--- src/rtl/instr_enc_pkg.sv ---
// rtl/instr_enc_pkg.sv - instruction type codes, opcodes and loader state encoding
// Shared by the encoder/loader and the decoder side.
//   instr_type_e : in_type codes 0..8 (9..15 are unassigned and encode as NOP)
//   OP_*         : 7-bit major opcodes, one per instruction type
//   NOP_WORD     : addi x0,x0,0
//   load_state_e : loader FSM states
package instr_enc_pkg;

  typedef enum logic [3:0] {
    TYPE_R     = 4'd0,
    TYPE_I_ALU = 4'd1,
    TYPE_LOAD  = 4'd2,
    TYPE_S     = 4'd3,
    TYPE_B     = 4'd4,
    TYPE_LUI   = 4'd5,
    TYPE_AUIPC = 4'd6,
    TYPE_JAL   = 4'd7,
    TYPE_JALR  = 4'd8
  } instr_type_e;

  localparam logic [6:0] OP_R     = 7'b0110011;
  localparam logic [6:0] OP_I_ALU = 7'b0010011;
  localparam logic [6:0] OP_LOAD  = 7'b0000011;
  localparam logic [6:0] OP_S     = 7'b0100011;
  localparam logic [6:0] OP_B     = 7'b1100011;
  localparam logic [6:0] OP_LUI   = 7'b0110111;
  localparam logic [6:0] OP_AUIPC = 7'b0010111;
  localparam logic [6:0] OP_JAL   = 7'b1101111;
  localparam logic [6:0] OP_JALR  = 7'b1100111;

  localparam logic [31:0] NOP_WORD = 32'h0000_0013;

  typedef enum logic [1:0] {
    S_IDLE   = 2'd0,
    S_ACCEPT = 2'd1,
    S_WRITE  = 2'd2,
    S_DONE   = 2'd3
  } load_state_e;

endpackage

--- src/rtl/instr_field_pack.sv ---
// rtl/instr_field_pack.sv - combinational packing of instruction fields into a 32-bit word
// Ports:
//   in_type          : instruction type code (instr_type_e; 9..15 give NOP_WORD)
//   rd, rs1, rs2     : register indices
//   funct3, funct7   : function fields
//   imm              : byte offset (I/S/B/J) or upper value (U)
//   word             : packed instruction
module instr_field_pack
  import instr_enc_pkg::*;
(
  input  logic [3:0]  in_type,
  input  logic [4:0]  rd,
  input  logic [4:0]  rs1,
  input  logic [4:0]  rs2,
  input  logic [2:0]  funct3,
  input  logic [6:0]  funct7,
  input  logic [31:0] imm,
  output logic [31:0] word
);

  always_comb begin
    word = NOP_WORD;
    case (in_type)
      TYPE_R:     word = {funct7, rs2, rs1, funct3, rd, OP_R};
      TYPE_I_ALU: word = {imm[11:0], rs1, funct3, rd, OP_I_ALU};
      TYPE_LOAD:  word = {imm[11:0], rs1, funct3, rd, OP_LOAD};
      TYPE_JALR:  word = {imm[11:0], rs1, funct3, rd, OP_JALR};
      TYPE_S:     word = {imm[11:5], rs2, rs1, funct3, imm[4:0], OP_S};
      // Branch/jump offsets are even, so bit 0 is never stored.
      TYPE_B:     word = {imm[12], imm[10:5], rs2, rs1, funct3, imm[4:1], imm[11], OP_B};
      TYPE_LUI:   word = {imm[31:12], rd, OP_LUI};
      TYPE_AUIPC: word = {imm[31:12], rd, OP_AUIPC};
      TYPE_JAL:   word = {imm[20], imm[10:1], imm[11], imm[19:12], rd, OP_JAL};
      default:    word = NOP_WORD;
    endcase
  end

endmodule

--- src/rtl/instr_encoder_loader.sv ---
// rtl/instr_encoder_loader.sv - encodes instructions and writes them sequentially into imem
// Optional feature macro: INSTR_ENC_ERR_EN (sticky per-session encoding error flag).
// Ports:
//   clk, reset                 : clock, synchronous active-high reset
//   start, start_addr          : begin a load session at byte address start_addr
//   in_valid/in_ready/in_last  : instruction input handshake, in_last ends the session
//   in_type, rd, rs1, rs2,
//   funct3, funct7, imm        : instruction fields
//   imem_we/addr/wdata/ready   : memory write port, held until imem_ready
//   busy, done, count, err     : session status; done pulses one cycle, count = words written
module instr_encoder_loader
  import instr_enc_pkg::*;
#(
  parameter int DEPTH = 64
) (
  input  logic                       clk,
  input  logic                       reset,
  input  logic                       start,
  input  logic [31:0]                start_addr,
  input  logic                       in_valid,
  output logic                       in_ready,
  input  logic                       in_last,
  input  logic [3:0]                 in_type,
  input  logic [4:0]                 rd,
  input  logic [4:0]                 rs1,
  input  logic [4:0]                 rs2,
  input  logic [2:0]                 funct3,
  input  logic [6:0]                 funct7,
  input  logic [31:0]                imm,
  output logic                       imem_we,
  output logic [31:0]                imem_addr,
  output logic [31:0]                imem_wdata,
  input  logic                       imem_ready,
  output logic                       busy,
  output logic                       done,
  output logic [$clog2(DEPTH+1)-1:0] count,
  output logic                       err
);

  localparam int CW = $clog2(DEPTH + 1);

  load_state_e   state;
  logic          last_q;
  logic [31:0]   packed_word;
  logic [CW-1:0] count_next;

  instr_field_pack u_pack (
    .in_type (in_type),
    .rd      (rd),
    .rs1     (rs1),
    .rs2     (rs2),
    .funct3  (funct3),
    .funct7  (funct7),
    .imm     (imm),
    .word    (packed_word)
  );

  assign count_next = count + CW'(1);

  always_ff @(posedge clk) begin
    if (reset) begin
      state      <= S_IDLE;
      last_q     <= 1'b0;
      in_ready   <= 1'b0;
      imem_we    <= 1'b0;
      imem_addr  <= 32'd0;
      imem_wdata <= 32'd0;
      busy       <= 1'b0;
      done       <= 1'b0;
      count      <= '0;
    end else begin
      case (state)
        S_IDLE: begin
          if (start) begin
            imem_addr <= start_addr;
            count     <= '0;
            in_ready  <= 1'b1;
            busy      <= 1'b1;
            state     <= S_ACCEPT;
          end
        end
        S_ACCEPT: begin
          if (in_valid) begin
            imem_wdata <= packed_word;
            last_q     <= in_last;
            in_ready   <= 1'b0;
            imem_we    <= 1'b1;
            state      <= S_WRITE;
          end
        end
        S_WRITE: begin
          if (imem_ready) begin
            imem_addr <= imem_addr + 32'd4;
            count     <= count_next;
            imem_we   <= 1'b0;
            if (last_q || (count_next == CW'(DEPTH))) begin
              done  <= 1'b1;
              state <= S_DONE;
            end else begin
              in_ready <= 1'b1;
              state    <= S_ACCEPT;
            end
          end
        end
        S_DONE: begin
          done  <= 1'b0;
          busy  <= 1'b0;
          state <= S_IDLE;
        end
        default: state <= S_IDLE;
      endcase
    end
  end

`ifdef INSTR_ENC_ERR_EN
  logic word_bad;
  logic err_q;

  // Immediate must sign-extend from its encodable width; B/J offsets must be even.
  always_comb begin
    word_bad = 1'b1;
    case (in_type)
      TYPE_R, TYPE_LUI, TYPE_AUIPC:
        word_bad = 1'b0;
      TYPE_I_ALU, TYPE_LOAD, TYPE_JALR, TYPE_S:
        word_bad = (imm[31:11] != {21{imm[11]}});
      TYPE_B:
        word_bad = imm[0] | (imm[31:12] != {20{imm[12]}});
      TYPE_JAL:
        word_bad = imm[0] | (imm[31:20] != {12{imm[20]}});
      default:
        word_bad = 1'b1;
    endcase
  end

  always_ff @(posedge clk) begin
    if (reset) begin
      err_q <= 1'b0;
    end else if ((state == S_IDLE) && start) begin
      err_q <= 1'b0;
    end else if ((state == S_ACCEPT) && in_valid && word_bad) begin
      err_q <= 1'b1;
    end
  end

  assign err = err_q;
`else
  assign err = 1'b0;
`endif

endmodule

--- config.mk ---
export PLATFORM = sky130hd
export DESIGN_NAME = instr_encoder_loader
export DESIGN_NICKNAME = d
export VERILOG_FILES = /design/src/rtl/instr_enc_pkg.sv /design/src/rtl/instr_field_pack.sv /design/src/rtl/instr_encoder_loader.sv
export SDC_FILE = /design/constraint.sdc
export NUM_CORES = 1
export LEC_CHECK = 0
export CAP_MARGIN = 10
export CORE_MARGIN = 2
export CORE_UTILIZATION = 45
export CTS_CLUSTER_DIAMETER = 30
export DETAILED_ROUTE_END_ITERATION = 10
export HOLD_SLACK_MARGIN = 0.02
export MAX_ROUTING_LAYER = met4
export PLACE_DENSITY = 0.92
export REMOVE_ABC_BUFFERS = 1
export SYNTH_ARGS = -nofsm -noshare
export SYNTH_HDL_FRONTEND = slang
export SYNTH_SLANG_ARGS = --single-unit
--- constraint.sdc ---
create_clock -name clk -period 2.5 [get_ports clk]
set_input_delay 0.375 -clock clk [delete_from_list [all_inputs] [get_ports clk]]
set_output_delay 0.375 -clock clk [all_outputs]
set_load 0.01 [all_outputs]
==> metrics <==
synthesis-stage register bit count=77; gpl congestion=0.9502; top cells by area, synth=dfxtp_1 (33%), a21oi_1 (5.9%), nor2_1 (5.4%); Resize count post-CTS=0; Syn Area/Cell=7.517 µm²; Final Hold Fails=0; hold_buf cts=0; DP Worst Slack=between 0.1 and 0.15 ns; core area=9864 µm²; multi-input logic area=2855 µm²; final hold slack=between 0.4 and 0.5 ns; CP Capture Type=flop; mapped cell area=4616 µm²; Die H=105.3 µm; Distinct cells, synth=64; WP data arrival=2.32 ns; Crit Path Category=flop to flop; fin nets=approximately 900; DP HPWL=11980 µm; outcome=complete, no violations; initial antenna violation count=0; DP Cell Count=903; postcts setup bufs=0; total congestion overflow=0; Final Instance Count excl. Fillers=919; Psw=~0.95 mW; Pint=2.205 mW; RSZ-0062 raised after global routing=no; starting DRC count in detailed routing=316; Vias=5594; largest net degree at the start of global routing=46; IO buf count=173; first-pass GRT wire length=25810 µm; H-tree depth=3; yosys warns=0; Post-Syn Instances=614; Final Slew Violations=0; largest area contributor in the netlist=dfxtp_1; CTS tree=yes; synthesis-to-layout area growth=46.25%; clock slew at reported path FFs=~0.090 ns; number of CTS-inserted buffers=9; crit-path max FO=8; final instance area=6750 µm²; Final Setup Violations=0; area fraction of the dominant cell type after synthesis=0.3340; Skew-Pair Late Insertion Delay=0.36 ns; sequential fraction of the synthesis area=0.3340; TNS Setup=0 ns; Final Cycle Share=0.8303; Most used DFF post-synth=dfxtp_1; top-level port count=175; Clk pwr share=0.309; Peak supply drop=0.0003180 V; ANT cells=0; worst setup path startpoint=imem_addr[2]$_SDFFE_PP0P_; Site Rows=36; R2R Path Start=imem_addr[2]$_SDFFE_PP0P_; Req. time, crit path=~2.8 ns; post-route ant nets=0; Seq. cell area=1541 µm²; Pwr Density=467.9 nW/µm²; Fill cells=766; Async SR Flop Fraction=0; Vias/cell=6.087; Post-DP Area=between 6000 and 7000 µm²; Hold Path Class=flop to flop; die width=105.3 µm; gr usage total=0.2933; P_leak=2.465 nW; EDFF count, synth=0; CTS Sinks=77; layout cell share with drive strength beyond 1=0.07888; Worst Slack Setup Final=0.4243 ns; Die Footprint=~11000 µm²; Hold Crit Start=last_q$_SDFFE_PP0P_; slew margin rel.=0.3129; Flop pwr share=0.439; CTS max path bufs=2; clk_skew=0.01264 ns; Starting Density=0.4679; Remaining DRCs=0; vias in the first global route=5283; clock root cell=clkbuf_8; min Tclk post-route=2.076 ns; CP Launch Type=flop; Power, Total=3.159 mW; max_cap viols=0; post-layout util=0.6843; Pre-antenna DRT Iters=5; worst slew pin tran=1.027 ns; WL/cell=17.43 µm; fmax=481.8 MHz; Comb power frac=0.252; switch share=0.3020; DRT Wirelength=16010 µm
## worst paths after layout
| path | cells past startpoint | slack (ns) | end |
|---|---|---|---|
| setup / recovery | 6 | 0.42 | imem_addr[22]$_SDFFE_PP0P_ |
| hold / removal | 2 | 0.46 | last_q$_SDFFE_PP0P_ |
| setup reg to reg | 6 | 0.42 | imem_addr[22]$_SDFFE_PP0P_ |
| hold reg to reg | 2 | 0.46 | last_q$_SDFFE_PP0P_ |
## registers in the layout, indices dropped and copies added (netlist names)
name	count
busy	1
imem_wdata	31
in_ready	1
last_q	1
done	1
count	7
state	2
imem_we	1
imem_addr	32
## worst max-delay path: stages, from the launching register on
cell and delay (ns):
dfxtp_1 0.43, ha_1 0.23, nand3_1 0.24, nor4_4 0.34
buf_4 0.20, nand4_1 0.15, a311o_1 0.37
## area by class of cell
cell class,count,share of cell area
Clock buffer,10,0.02039
Clock inverter,6,0.009268
Inverter,8,0.004449
Multi-Input combinational cell,483,0.4230
Sequential cell,77,0.2284
Tap cell,133,0.02465
Timing Repair Buffer,202,0.2899
## logic make-up (layout without fill, tap and decap cells)
family / after synthesis / count (layout) / share of synthesized area
other: 1 / 1 / 0.0008124
and+or+nand+nor: 265 / 265 / 0.2928
xor gates and xnor gates: 2 / 2 / 0.003796
adders and majority gates: 3 / 3 / 0.007589
muxes: 13 / 13 / 0.02901
buffers and inverters: 54 / 226 / 0.04744
AOI/OAI and AO/OA: 199 / 199 / 0.2846
DFF: 77 / 77 / 0.3340
## power by group through the flow
stage          Combinational, mW  Sequential [mW]  Clock (mW)
5_1_grt                    0.861             1.40        1.05
4_1_cts                    0.791             1.38       0.982
6_report                   0.796             1.39       0.976
2_1_floorplan              0.284             1.42           0
3_3_place_gp               0.767             1.41           0
3_5_place_dp               0.787             1.41           0
## layout by cell type, fill, tap and decap left out, types with 11 or more instances in the layout
cell / instances
nor2b_1: 17
nand3_1: 28
nor2_1: 66
a21oi_1: 54
a221oi_1: 20
nor3_1: 20
a22oi_1: 11
buf_4: 28
o21ai_0: 41
a31oi_1: 12
and3_1: 17
clkdlybuf4s50_1: 172
nand2_1: 63
dfxtp_1: 77
## metal layers
layer / vias up / track usage / part of all wire
met3: 49 / 0.07297 / 0.10
met1: 2570 / 0.3626 / 0.40
met4: 0 / 0.09619 / 0.025
met2: 356 / 0.4696 / 0.47
met5: - / - / 0
li1: 2619 / - / -
## Yosys cell counts, types with 2 or more instances
cell type,n
or4_1,2
nand3_1,28
nor4_1,6
o21ai_0,41
buf_4,2
o22ai_1,5
a31o_2,2
dfxtp_1,77
a211oi_1,10
a21o_1,3
a31oi_1,12
a221o_1,4
nor2b_1,17
a22oi_1,11
buf_1,3
mux2_2,2
xor2_1,2
a221oi_1,20
inv_1,7
mux2i_1,10
nand2_1,63
nand2b_1,8
nor3_1,20
clkbuf_1,34
a32oi_1,4
or3_1,4
buf_2,7
nand4_1,9
o211ai_1,4
nor2_1,66
nand3_2,3
and2_1,7
o21a_1,5
o31a_1,3
a22o_1,2
nand3b_1,3
ha_1,2
a21oi_1,54
nor3b_1,3
a311oi_1,9
and3_1,17
Power figures use the tool's default switching activity.
